### config.mk
export PLATFORM = sky130hd
export DESIGN_NAME = iir_output_decimator
export DESIGN_NICKNAME = d
export VERILOG_FILES = /design/src/rtl/iir_pkg.sv /design/src/rtl/decim_hold_reg.sv /design/src/rtl/iir_output_decimator.sv
export SDC_FILE = /design/constraint.sdc
export NUM_CORES = 1
export LEC_CHECK = 0
export CAP_MARGIN = 10
export CORE_ASPECT_RATIO = 1.2
export CORE_MARGIN = 5
export CORE_UTILIZATION = 56
export DETAILED_ROUTE_END_ITERATION = 7
export GPL_ROUTABILITY_DRIVEN = 0
export HOLD_SLACK_MARGIN = 0.02
export PLACE_DENSITY = 0.78
export SYNTH_ARGS = -nofsm -noshare
export SYNTH_HDL_FRONTEND = slang
export SYNTH_SLANG_ARGS = --single-unit
### constraint.sdc
create_clock -name clk_i -period 4.3 [get_ports clk_i]
set_clock_uncertainty 0.1 [all_clocks]
set_input_delay 1.075 -clock clk_i [delete_from_list [all_inputs] [get_ports clk_i]]
set_output_delay 1.075 -clock clk_i [all_outputs]
set_load 0.01 [all_outputs]
### src/rtl/iir_pkg.sv
// Shared types and defaults for the IIR filter output path.
package iir_pkg;

  localparam int DEF_SIGNAL_BITS = 24;

  typedef logic signed [DEF_SIGNAL_BITS-1:0] sample_t;

  typedef enum logic {
    OUT_EMPTY,
    OUT_FULL
  } out_state_e;

endpackage

### src/rtl/decim_hold_reg.sv
// One-deep valid/ready holding register for completed block averages.
//   state     | meaning
//   OUT_EMPTY | no result pending; a load captures data
//   OUT_FULL  | avg_o holds an unconsumed result; a load without ready is dropped
module decim_hold_reg
  import iir_pkg::*;
#(
  parameter int W = DEF_SIGNAL_BITS
) (
  input  logic                clk_i,
  input  logic                reset_i,
  input  logic                load,
  input  logic signed [W-1:0] data,
  input  logic                avg_ready_i,
  output logic                drop,
  output logic signed [W-1:0] avg_o,
  output logic                avg_valid_o
);

  out_state_e state, state_nxt;
  logic       capture;

  always_ff @(posedge clk_i or negedge reset_i) begin
    if (!reset_i) state <= OUT_EMPTY;
    else          state <= state_nxt;
  end

  always_comb begin
    state_nxt = state;
    case (state)
      OUT_EMPTY: if (load) state_nxt = OUT_FULL;
      OUT_FULL:  if (avg_ready_i && !load) state_nxt = OUT_EMPTY;
      default:   state_nxt = OUT_EMPTY;
    endcase
  end

  always_comb begin
    avg_valid_o = (state == OUT_FULL);
    capture     = load && ((state == OUT_EMPTY) || avg_ready_i);
    drop        = load && (state == OUT_FULL) && !avg_ready_i;
  end

  always_ff @(posedge clk_i or negedge reset_i) begin
    if (!reset_i)     avg_o <= '0;
    else if (capture) avg_o <= data;
  end

endmodule

### src/rtl/iir_output_decimator.sv
// Boxcar-averages DECIM filter samples into one rounded result per block and
// presents it on a one-deep valid/ready register, counting blocks lost to back-pressure.
module iir_output_decimator
  import iir_pkg::*;
#(
  parameter int SIGNAL_BITS = DEF_SIGNAL_BITS,
  parameter int DECIM       = 16,
  parameter int DROP_BITS   = 16
) (
  input  logic                          clk_i,
  input  logic                          reset_i,
  input  logic                          clear_i,
  input  logic signed [SIGNAL_BITS-1:0] sample_i,
  input  logic                          sample_valid_i,
  output logic signed [SIGNAL_BITS-1:0] avg_o,
  output logic                          avg_valid_o,
  input  logic                          avg_ready_i,
  output logic                          overrun_o,
  output logic [DROP_BITS-1:0]          drop_count_o
);

  localparam int LOG2     = $clog2(DECIM);
  localparam int ACC_BITS = SIGNAL_BITS + LOG2;

  logic signed [ACC_BITS-1:0]    acc;
  logic signed [ACC_BITS-1:0]    sum;
  logic [LOG2-1:0]               cnt;
  logic                          last;
  logic                          blk_done;
  logic signed [SIGNAL_BITS-1:0] result;
  logic                          drop;

  assign sum      = acc + ACC_BITS'(sample_i);
  assign last     = (cnt == LOG2'(DECIM - 1));
  assign blk_done = sample_valid_i && !clear_i && last;
  // Adding half an LSB before the arithmetic shift rounds half toward +inf.
  assign result   = SIGNAL_BITS'((sum + ACC_BITS'(DECIM / 2)) >>> LOG2);

  always_ff @(posedge clk_i or negedge reset_i) begin
    if (!reset_i) begin
      acc <= '0;
      cnt <= '0;
    end else if (clear_i) begin
      acc <= '0;
      cnt <= '0;
    end else if (sample_valid_i) begin
      if (last) begin
        acc <= '0;
        cnt <= '0;
      end else begin
        acc <= sum;
        cnt <= cnt + LOG2'(1);
      end
    end
  end

  decim_hold_reg #(
    .W(SIGNAL_BITS)
  ) u_hold (
    .clk_i       (clk_i),
    .reset_i     (reset_i),
    .load        (blk_done),
    .data        (result),
    .avg_ready_i (avg_ready_i),
    .drop        (drop),
    .avg_o       (avg_o),
    .avg_valid_o (avg_valid_o)
  );

  always_ff @(posedge clk_i or negedge reset_i) begin
    if (!reset_i) begin
      overrun_o    <= 1'b0;
      drop_count_o <= '0;
    end else if (drop) begin
      overrun_o <= 1'b1;
      if (drop_count_o != '1) drop_count_o <= drop_count_o + DROP_BITS'(1);
    end
  end

endmodule

==> metrics.txt <==
post-synth cell types 80; Mean Syn Cell Area 9.27 µm²; register area share after synthesis 0.349; P_leak 3.16 nW; WL per Instance around 19 µm; commonest non-fill, non-tap cell in the layout buf_4; final setup fails 0; slowest stage delay, CP 0.49 ns; Core Util, Final 0.752; Die ar. between 0.01 and 0.015 mm²; Final Critical Period 4.22 ns; Yosys Warn Count 0; Finished Layout Cells around 840; Power per Cell Area approximately 400 mW/mm²; setup tns final 0 ns; initial antenna violation count 0; r2r startpoint acc[0]$_DFFE_PN0P_; CTS Hold Bufs 0; Slew headroom 0.364; Hold Crit Start acc[24]$_DFFE_PN0P_; Worst Path Buf+Inv 4; DRC 0; Initial Util 0.563; CTS tree yes; total grt overflow 0; outcome finished, final reports clean; total CTS buffers 9; CP Max Fanout 5; maximum number of pins on one net before global-route repair between 70 and 80; Crit path required time roughly 4.4 ns; Final Max Slew Viols 0; Worst-path clk slew roughly 0.06 ns; H-Tree Level Count 3; clock tree buffer depth 2; Post-synth ARST share 1.00; cell taking the most area after synthesis dfrtp_1; Worst Hold Class flop to flop; first-pass GRT wire length between 20 and 30 mm; GRT Util Overall 0.274; Final HPWL DP 11.3 mm; DR vias roughly 5100; FP Rows 39; final WL about 16 mm; post-route setup slack between 0.07 and 0.08 ns; DR iter-0 viols around 250; Worst R2R Path Depth 14; crit share post-route 0.982; first drt pass iteration count 5; Primary FF master, synth dfrtp_1; worst hold margin roughly 0.39 ns; Die Y ~120 µm; Crit Reg-Reg Endpoint u_hold.avg_o[19]$_DFFE_PN0P_; vias per inst a little over 6; slowest CP cell clkdlybuf4s50_1; Peak Freq 0.237 GHz; crit end category flop; Max IR drop VDD about 0.36 mV; CTS root buffer clkbuf_16; dpl cells slightly above 800; worst-path cell chain clkdlybuf4s50_1 -> inv_1 -> fa_2 -> and2b_2 -> o2111ai_4 -> a211oi_4 -> o31ai_2 -> mux2i_1 -> a2111oi_2 -> buf_4 -> nor4b_4 -> buf_4 -> xor2_1 -> o21ai_1; Slew @ Worst Pin approximately 0.95 ns; Startpoint Class input pin; synthesized net count 632; Worst path top cell family by delay compound AO/OA/AOI/OAI gates; endpoints failing hold 0; filler cell count between 600 and 700; Post-synth EDFFs 0; layout cell share with drive strength beyond 1 0.214; WHS Path Cells 2; Yosys reg bits 74; Detail Route Antenna Nets 0; # diodes 0; CP Data Arrival Time approximately 4.3 ns; cell mode on critical path buf_4; hold path endpoint acc[24]$_DFFE_PN0P_; Clock Sinks 74; Mapped Area around 0.0053 mm²; Clock Latency Late Sink between 0.3 and 0.4 ns; crit path kind input pin to flop; commonest cells after routing, fill and taps aside 93 x buf_4, 76 x nand2_1, 74 x dfrtp_1; Die X between 90 and 100 µm; core area between 0.009 and 0.01 mm²; max-cap violations 0; cells after synthesis about 570; Final #Nets a little under 800; share of the synthesized area in the top cell type 0.349; R2R setup slack 0.83 ns; ranking of synthesized cells by area dfrtp_1 35%, ha_1 7.1%, nand2_1 5.4%; Port Buf Inserts 70; pre-CTS setup slack -0.472 ns; IO Pins around 70; area delta synth->final 33.6%; vias in the first global route 5314
-- flip-flops by register name (all words and copies together), names as in the netlist --
name                cells
acc                    28
cnt                     4
drop_count_o           16
overrun_o               1
u_hold.avg_o           24
u_hold.avg_valid_o      1
-- cells in the mapped netlist, types with 5 or more instances --
master / number
nor2b_1: 5
dfrtp_1: 74
o211ai_1: 7
nor3_1: 16
nand2_1: 76
nor2_1: 26
and3_1: 5
nand2b_1: 7
ha_1: 30
a21o_1: 13
o21ai_1: 6
nand3_1: 21
and2_1: 6
xnor2_1: 32
a21oi_1: 23
a211oi_1: 6
a22o_1: 14
o21ai_0: 45
clkbuf_1: 19
buf_2: 7
xor2_1: 24
a31oi_1: 6
and4_1: 6
inv_1: 5
nand4_1: 16
-- final cells by class --
type	instances	area [µm²]	area share
sequential	74	1850	0.261
inverter	5	18.8	0.00265
clock buffer	10	239	0.0337
tap	123	154	0.0217
clock inverter	6	72.6	0.0102
timing repair buffer	162	1390	0.196
multi-input combinational	464	3360	0.474
-- cells by family (layout without fill, tap and decap cells) --
| group | after synthesis | in the layout | synth area share |
|---|---|---|---|
| adders and majority gates | 31 | 31 | 0.0745 |
| and+or+nand+nor | 208 | 208 | 0.208 |
| muxes | 4 | 4 | 0.00778 |
| buffers and inverters | 34 | 183 | 0.0293 |
| AOI/OAI and AO/OA | 163 | 163 | 0.230 |
| xor gates and xnor gates | 58 | 58 | 0.101 |
| DFF | 74 | 74 | 0.349 |
-- what timing repair did --
action	4_1_cts	5_1_grt
setup buffers	1	3
endpoints found under the setup margin	3	9
resized for setup	1	16
pin swaps	1	14
-- metrics by stage --
step / total power, mW / area, µm²
2_1_floorplan: 1.47 / 5300
3_5_place_dp: 1.94 / 6680
4_1_cts: 2.75 / 7000
5_1_grt: 2.93 / 7090
3_3_place_gp: 1.91 / 6680
6_report: 2.79 / 7090
-- per-layer routing --
layer | global-route usage | up-vias | wire [µm]
met5 | 0 | - | 0
li1 | - | 2402 | -
met2 | 0.493 | 180 | 8230
met1 | 0.310 | 2463 | 5980
met3 | 0.0538 | 47 | 864
met4 | 0.137 | 0 | 554
-- worst reg2reg max path, cell delays in order, from the launching register on --
cell and delay, ns:
dfrtp_1 0.36, ha_2 0.19, inv_2 0.04, fa_2 0.35, and2b_2 0.27, o2111ai_4 0.17, a211oi_4 0.39, o31ai_2 0.13
mux2i_1 0.17, a2111oi_2 0.40, buf_4 0.17, nor4b_4 0.16, buf_4 0.18, xor2_1 0.16, o21ai_1 0.08
-- how the worst max path moves through the flow --
stage           startpoint                           end  slack [ns]  cells past startpoint
6_report       sample_i[1]  u_hold.avg_o[19]$_DFFE_PN0P_        0.08                     14
5_1_grt        sample_i[1]  u_hold.avg_o[23]$_DFFE_PN0P_       -0.04                     13
4_1_cts        sample_i[0]  u_hold.avg_o[19]$_DFFE_PN0P_       0.004                     15
3_5_place_dp   sample_i[0]  u_hold.avg_o[19]$_DFFE_PN0P_       -0.47                     14
3_3_place_gp   sample_i[0]  u_hold.avg_o[19]$_DFFE_PN0P_       -0.29                     14
2_1_floorplan  sample_i[0]  u_hold.avg_o[20]$_DFFE_PN0P_        0.30                     12
-- report_power, final --
part           leakage [nW]  switching, mW  internal (mW)
clock                 0.150          0.326          0.473
combinational          1.99          0.673          0.548
sequential             1.01         0.0289          0.736
(Power assumes the default switching activity.)
